`config.mk`:
```
export PLATFORM = sky130hd
export DESIGN_NAME = layer_sequencer
export DESIGN_NICKNAME = d
export VERILOG_FILES = /design/src/rtl/layer_pkg.sv /design/src/rtl/result_fifo.sv /design/src/rtl/layer_sequencer.sv
export SDC_FILE = /design/constraint.sdc
export NUM_CORES = 1
export LEC_CHECK = 0
export CAP_MARGIN = 20
export CORE_UTILIZATION = 30
export CTS_CLUSTER_SIZE = 28
export DETAILED_ROUTE_END_ITERATION = 12
export PLACE_DENSITY = 0.59
export SETUP_SLACK_MARGIN = 0.15
export SYNTH_ARGS = -nofsm -noshare
export SYNTH_HDL_FRONTEND = slang
export SYNTH_SLANG_ARGS = --single-unit
export TNS_END_PERCENT = 50
```
`constraint.sdc`:
```
create_clock -name CLK -period 5.25 [get_ports CLK]
set_clock_uncertainty 0.1 [all_clocks]
set_input_delay 0.525 -clock CLK [delete_from_list [all_inputs] [get_ports CLK]]
set_output_delay 0.525 -clock CLK [all_outputs]
set_load 0.01 [all_outputs]
```
`src/rtl/layer_pkg.sv`:
```
// Shared types and constants for the layer_1 pixel sequencer.
//   seq_state_e : sequencer FSM states
//   PXL_W       : width of a layer_1 pixel / channel result lane
//   OUT_W       : width of a byte returned to the SPI transmit side
//   sat_byte()  : clamps an unsigned value to OUT_W bits
package layer_pkg;

  localparam int unsigned PXL_W = 9;
  localparam int unsigned OUT_W = 8;

  typedef enum logic [2:0] {
    StIdle,
    StHi,
    StLo,
    StDrain,
    StDone
  } seq_state_e;

  function automatic logic [OUT_W-1:0] sat_byte(input logic [31:0] v);
    return (v > 32'd255) ? '1 : v[OUT_W-1:0];
  endfunction

endpackage

```
`src/rtl/result_fifo.sv`:
```
// Synchronous first-word-fall-through FIFO for saturated channel sums.
// Ports:
//   clk, rst     : clock, synchronous active-high clear
//   push, din    : write request and data (dropped when full unless popping)
//   pop          : consume head (ignored when empty)
//   dout         : current head, 0 when empty
//   empty, full  : status flags
module result_fifo #(
  parameter int unsigned WIDTH = 8,
  parameter int unsigned DEPTH = 4
) (
  input  logic             clk,
  input  logic             rst,
  input  logic             push,
  input  logic [WIDTH-1:0] din,
  input  logic             pop,
  output logic [WIDTH-1:0] dout,
  output logic             empty,
  output logic             full
);

  localparam int unsigned AW = (DEPTH > 1) ? $clog2(DEPTH) : 1;

  logic [WIDTH-1:0] mem [DEPTH];
  // Extra MSB distinguishes full from empty when the indices match.
  logic [AW:0]      wr_ptr_q, rd_ptr_q;
  logic             do_push, do_pop;

  always_comb begin
    empty   = (wr_ptr_q == rd_ptr_q);
    full    = (wr_ptr_q[AW] != rd_ptr_q[AW]) && (wr_ptr_q[AW-1:0] == rd_ptr_q[AW-1:0]);
    do_pop  = pop && !empty;
    // A pop in the same cycle frees the slot, so a push into a full FIFO still lands.
    do_push = push && (!full || do_pop);
    dout    = empty ? '0 : mem[rd_ptr_q[AW-1:0]];
  end

  always_ff @(posedge clk) begin
    if (rst) begin
      wr_ptr_q <= '0;
      rd_ptr_q <= '0;
    end else begin
      if (do_push) begin
        mem[wr_ptr_q[AW-1:0]] <= din;
        wr_ptr_q              <= wr_ptr_q + 1'b1;
      end
      if (do_pop) begin
        rd_ptr_q <= rd_ptr_q + 1'b1;
      end
    end
  end

endmodule

```
`src/rtl/layer_sequencer.sv`:
```
// Paces layer_1 channel instances from the SPI byte stream: one fixed-width pixel-clock
// pulse per received byte, zero-pixel drain pulses at frame end, and a saturated sum of
// the channel results queued for the SPI transmit side.
// Ports:
//   CLK, RESET          : clock, synchronous active-high reset
//   frame_start         : strobe, clears the frame (a same-cycle byte becomes pixel 0)
//   byte_valid, byte_in : received pixel strobe and value
//   pxl_out, pxl_clk    : pixel and pixel clock to layer_1
//   lyr_reset           : registered RESET | frame_start to layer_1
//   lyr_valid, lyr_out  : per-channel valid and 9-bit results (ch0 in [8:0])
//   tx_pop              : SPI side consumes tx_byte
//   tx_byte, tx_empty   : result FIFO head (0 when empty) and empty flag
//   frame_done          : strobe when the drain completes
//   overflow            : sticky, a pixel or result was dropped
module layer_sequencer
  import layer_pkg::*;
#(
  parameter int unsigned IMG_W    = 28,
  parameter int unsigned IMG_H    = 28,
  parameter int unsigned NCH      = 6,
  parameter int unsigned PCLK_HI  = 2,
  parameter int unsigned PCLK_LO  = 2,
  parameter int unsigned DRAIN_PX = 4,
  parameter int unsigned FIFO_D   = 4
) (
  input  logic                 CLK,
  input  logic                 RESET,
  input  logic                 frame_start,
  input  logic                 byte_valid,
  input  logic [7:0]           byte_in,
  output logic [PXL_W-1:0]     pxl_out,
  output logic                 pxl_clk,
  output logic                 lyr_reset,
  input  logic [NCH-1:0]       lyr_valid,
  input  logic [NCH*PXL_W-1:0] lyr_out,
  input  logic                 tx_pop,
  output logic [OUT_W-1:0]     tx_byte,
  output logic                 tx_empty,
  output logic                 frame_done,
  output logic                 overflow
);

  localparam int unsigned NPIX  = IMG_W * IMG_H;
  localparam int unsigned CNT_W = $clog2(NPIX + 1);
  localparam int unsigned COL_W = $clog2(IMG_W + 1);
  localparam int unsigned ROW_W = $clog2(IMG_H + 1);
  localparam int unsigned TMR_W = $clog2(PCLK_HI + PCLK_LO + 1);
  localparam int unsigned DRN_W = $clog2(DRAIN_PX + 1);
  localparam int unsigned SUM_W = PXL_W + $clog2(NCH);

  seq_state_e       state_q;
  logic [TMR_W-1:0] tmr_q;
  logic [DRN_W-1:0] drain_cnt_q;
  logic             drain_hi_q;
  logic [CNT_W-1:0] pix_cnt_q;
  logic [COL_W-1:0] col_q;
  logic [ROW_W-1:0] row_q;
  logic             skid_full_q;
  logic [7:0]       skid_q;

  logic             rst, have_pix, start_px, skid_load, byte_drop;
  logic             pulse_fall, capture, res_drop, fifo_full;
  logic [7:0]       pix_sel;
  logic [SUM_W-1:0] lane_sum;
  logic [OUT_W-1:0] sat_sum;

  always_comb begin
    rst      = RESET | frame_start;
    have_pix = skid_full_q | byte_valid;
    // The skid entry is older than any byte arriving now, so it goes first.
    pix_sel  = skid_full_q ? skid_q : byte_in;
    start_px = have_pix &&
               ((state_q == StIdle) ||
                (state_q == StLo && tmr_q == '0 && pix_cnt_q != CNT_W'(NPIX)));
    // A full entry refuses new bytes even when it is being consumed this cycle.
    byte_drop = byte_valid && skid_full_q && (state_q != StDone);
    skid_load = byte_valid && !skid_full_q && (state_q != StDone) && !start_px;

    pulse_fall = (tmr_q == '0) &&
                 ((state_q == StHi) || (state_q == StDrain && drain_hi_q));
    lane_sum = '0;
    for (int i = 0; i < NCH; i++) begin
      lane_sum = lane_sum + SUM_W'(lyr_out[i*PXL_W +: PXL_W]);
    end
    sat_sum  = sat_byte(32'(lane_sum));
    capture  = !rst && pulse_fall && (&lyr_valid);
    res_drop = capture && fifo_full && !tx_pop;
  end

  always_ff @(posedge CLK) begin
    if (rst) begin
      state_q     <= StIdle;
      tmr_q       <= '0;
      drain_cnt_q <= '0;
      drain_hi_q  <= 1'b0;
      pix_cnt_q   <= '0;
      col_q       <= '0;
      row_q       <= '0;
      skid_full_q <= frame_start & byte_valid & ~RESET;
      skid_q      <= byte_in;
      pxl_out     <= '0;
      pxl_clk     <= 1'b0;
      frame_done  <= 1'b0;
      overflow    <= 1'b0;
      lyr_reset   <= 1'b1;
    end else begin
      lyr_reset  <= 1'b0;
      frame_done <= 1'b0;
      if (byte_drop || res_drop) begin
        overflow <= 1'b1;
      end

      if (start_px) begin
        skid_full_q <= 1'b0;
      end else if (skid_load) begin
        skid_full_q <= 1'b1;
        skid_q      <= byte_in;
      end

      unique case (state_q)
        StIdle: ;
        StHi: begin
          if (tmr_q == '0) begin
            pxl_clk <= 1'b0;
            state_q <= StLo;
            tmr_q   <= TMR_W'(PCLK_LO - 1);
          end else begin
            tmr_q <= tmr_q - TMR_W'(1);
          end
        end
        StLo: begin
          if (tmr_q != '0) begin
            tmr_q <= tmr_q - TMR_W'(1);
          end else if (pix_cnt_q == CNT_W'(NPIX)) begin
            state_q     <= StDrain;
            drain_hi_q  <= 1'b1;
            drain_cnt_q <= DRN_W'(1);
            pxl_out     <= '0;
            pxl_clk     <= 1'b1;
            tmr_q       <= TMR_W'(PCLK_HI - 1);
          end else if (!have_pix) begin
            state_q <= StIdle;
          end
        end
        StDrain: begin
          if (tmr_q != '0) begin
            tmr_q <= tmr_q - TMR_W'(1);
          end else if (drain_hi_q) begin
            pxl_clk    <= 1'b0;
            drain_hi_q <= 1'b0;
            tmr_q      <= TMR_W'(PCLK_LO - 1);
          end else if (drain_cnt_q == DRN_W'(DRAIN_PX)) begin
            state_q    <= StDone;
            frame_done <= 1'b1;
          end else begin
            drain_hi_q  <= 1'b1;
            drain_cnt_q <= drain_cnt_q + DRN_W'(1);
            pxl_clk     <= 1'b1;
            tmr_q       <= TMR_W'(PCLK_HI - 1);
          end
        end
        StDone: ;
        default: state_q <= StIdle;
      endcase

      // Launching a real pixel overrides the IDLE/LO decisions above.
      if (start_px) begin
        state_q   <= StHi;
        pxl_out   <= {1'b0, pix_sel};
        pxl_clk   <= 1'b1;
        tmr_q     <= TMR_W'(PCLK_HI - 1);
        pix_cnt_q <= pix_cnt_q + CNT_W'(1);
        if (col_q == COL_W'(IMG_W - 1)) begin
          col_q <= '0;
          row_q <= (row_q == ROW_W'(IMG_H - 1)) ? '0 : row_q + ROW_W'(1);
        end else begin
          col_q <= col_q + COL_W'(1);
        end
      end
    end
  end

  result_fifo #(
    .WIDTH(OUT_W),
    .DEPTH(FIFO_D)
  ) u_fifo (
    .clk  (CLK),
    .rst  (rst),
    .push (capture),
    .din  (sat_sum),
    .pop  (tx_pop),
    .dout (tx_byte),
    .empty(tx_empty),
    .full (fifo_full)
  );

endmodule

```
==> flow_summary.json <==
{
  "yosys-top-cells-count": "90 x inv_1, 41 x edfxtp_1, 40 x dfxtp_1",
  "rsz0062_at_grt": "false",
  "seqCellArea_um2": 2030,
  "final_cell_area_um2": 6410,
  "clockBufferDepth": 2,
  "port_buffers": 93,
  "finalNetCount": 689,
  "yosysMostFrequentCell": "inv_1",
  "async_reset_ff_share_pct": 0,
  "grt_pass1_wl_mm": 16.4,
  "yosysSeqAreaShare_pct": 40.9,
  "slew_viol_final": 0,
  "finalSetupViolCount": 0,
  "clk_transition_reported_paths_ps": 60,
  "drt_pass1_iterations": 7,
  "multi_input_area_um2": 2520,
  "ioPinCount": 95,
  "netlist_top_cells_area": "edfxtp_1 25%, dfxtp_1 16%, fa_1 15%",
  "final_cells": 781,
  "worst_slew_pin_slew_ps": 633,
  "drc": 0,
  "ir_worst_vdd_mv": 0.169,
  "reg2reg_depth": 9,
  "hp-class": "register to register",
  "clock_latency_ps": 330,
  "clock-sinks": 81,
  "max_freq_mhz": 216,
  "comb_power_share_pct": 30.4,
  "switchingPower_mw": 0.578,
  "min_path_cells": 2,
  "routedWlPerCell_um": 12.5,
  "netlist-cell-type-count": 56,
  "post_cts_resized": 0,
  "synth_edf_count": 41,
  "die-area_um2": 17100,
  "grt.met3_usage_pct": 2.93,
  "seqPwrFrac_pct": 36.5,
  "postPlaceCellArea_um2": 6110,
  "synth-seq-cells": 81,
  "vias": 3479,
  "floorplan.rows": 46,
  "p_per_area_nw_per_um2": 300,
  "die_y_um": 131,
  "drt-initial-drc-count": 167,
  "root_buffer": "clkbuf_16",
  "max-cap-violations": 0,
  "fin_ws_ps": 619,
  "tns_ps": 0,
  "synth_nets": 596,
  "ys_warn_count": 0,
  "worst_setup_path_end_kind": "register",
  "cts_tree": "done",
  "crit_fanout": 7,
  "critical_path_class": "primary input to register",
  "grt-ovfl-total": 0,
  "grt_antenna_before_repair": 0,
  "place_inst": 765,
  "cts_buffers": 9,
  "synthesis.area_um2": 4960,
  "totalWireLength_mm": 9.76,
  "status": "completed",
  "initial_utilization_pct": 31.0,
  "nFillCells": 1595,
  "grt_use_met2_pct": 23.1,
  "die_w_um": 131,
  "hold_viol_final": 0,
  "cts_setup_buffers": 0,
  "dp_hpwl_mm": 7.60,
  "core_um2": 16000,
  "yosysTopAreaCellShare_pct": 24.8,
  "power_mw": 1.92,
  "grt_use_total_pct": 12.3,
  "n_antenna_cell": 0,
  "relSlewSlack_pct": 57.6,
  "layout-drive-gt1-share_pct": 7.79,
  "internal-power_mw": 1.34,
  "grt_max_degree": 34,
  "yosysTopAreaCell": "edfxtp_1",
  "required_ps": 5180,
  "fin_util_pct": 40.1,
  "dp_worst_setup_slack_ps": 223,
  "clkPwrFrac_pct": 33.1,
  "period_needed_ps": 4630,
  "top_usage_layer": "met2",
  "place.gp.congestion": 0.806,
  "synth.avg_cell_area_um2": 10.6,
  "via_per_inst": 4.45,
  "antenna_left": 0,
  "leakage_nw": 2.58,
  "grt_pass1_vias": 3561,
  "sw_frac_of_total_pct": 30.1,
  "h-tree-depth": 3,
  "period_share_pct": 88.2,
  "cp-start-kind": "primary input",
  "hold-worst-slack_ps": 369,
  "syn-instance-count": 467,
  "syn_to_final_growth_pct": 29.2,
  "arrival_ps": 4560,
  "ys.flop_type": "edfxtp_1",
  "met1_usage_pct": 14.1,
  "hold_buffers": 0
}
==> cell usage in the layout (no fill, tap or decap), types with 14 or more instances in the layout <==
cell / count
nand2_1: 36
inv_1: 90
nor2_1: 24
ha_1: 20
dfxtp_1: 40
edfxtp_1: 41
a21oi_1: 23
clkdlybuf4s50_1: 93
o21ai_0: 14
nand3_1: 14
fa_1: 36
==> power by group through the flow <==
stage                     combinational, mW  sequential [mW]  clock, mW
after CTS                             0.594            0.702      0.650
after global placement                0.575            0.715          0
final                                 0.584            0.702      0.636
after detailed placement              0.591            0.716          0
after global routing                  0.673            0.703      0.678
after floorplan                       0.425            0.712          0
==> registers in the layout, indices dropped and copies added (netlist names), named ones only <==
name / count
pxl_clk: 1
pxl_out: 8
skid_full_q: 1
skid_q: 8
drain_cnt_q: 3
state_q: 3
u_fifo.mem: 32
overflow: 1
u_fifo.wr_ptr_q: 3
u_fifo.rd_ptr_q: 3
tmr_q: 3
lyr_reset: 1
frame_done: 1
drain_hi_q: 1
pix_cnt_q: 10
==> critical path, cell delays in order <==
cell and delay [ps]:
clkdlybuf4s50_1 450, inv_1 50, fa_1 520, inv_1 50, fa_1 500, fa_1 550
ha_1 180, inv_1 60, fa_1 370, nor2b_1 200, o2111ai_1 150, and3_1 250
nor4_4 440, o21ai_0 260
==> layer usage <==
layer / wire, µm / vias to the layer above
li1: - / 1728
met1: 4210 / 1665
met5: 0 / -
met4: 68 / 0
met3: 421 / 8
met2: 5060 / 78
==> path summary, 6_finish.rpt <==
kind                                              start                          end  slack, ps
worst max-delay path                         lyr_out[2]   u_fifo.mem[0][4]$_DFFE_PP_        620
worst min-delay path            pxl_out[1]$_SDFFE_PN0P_      pxl_out[1]$_SDFFE_PN0P_        370
worst max register to register    tmr_q[0]$_SDFFE_PN0P_  drain_cnt_q[2]$_SDFFE_PN0P_       2660
worst min register to register  pxl_out[1]$_SDFFE_PN0P_      pxl_out[1]$_SDFFE_PN0P_        370
==> layout make-up <==
class / count / share of cell area (%)
tap: 216 / 4.22
clock inverter: 6 / 1.03
multi-input combinational: 282 / 39.2
clock buffer: 10 / 3.73
sequential: 81 / 31.7
timing repair buffer: 95 / 14.8
inverter: 91 / 5.33
==> logic make-up after synthesis <==
kind of cell    count (synthesis)  share of synthesized area (%)
mux                            19                           6.05
xor+xnor                       14                           2.47
simple gates                  135                           15.3
fa+ha+maj                      56                           19.6
buf+inv                       104                           8.37
flops                          81                           40.9
other cells                     1                         0.0756
compound gates                 57                           7.23
Power figures use the tool's default switching activity.
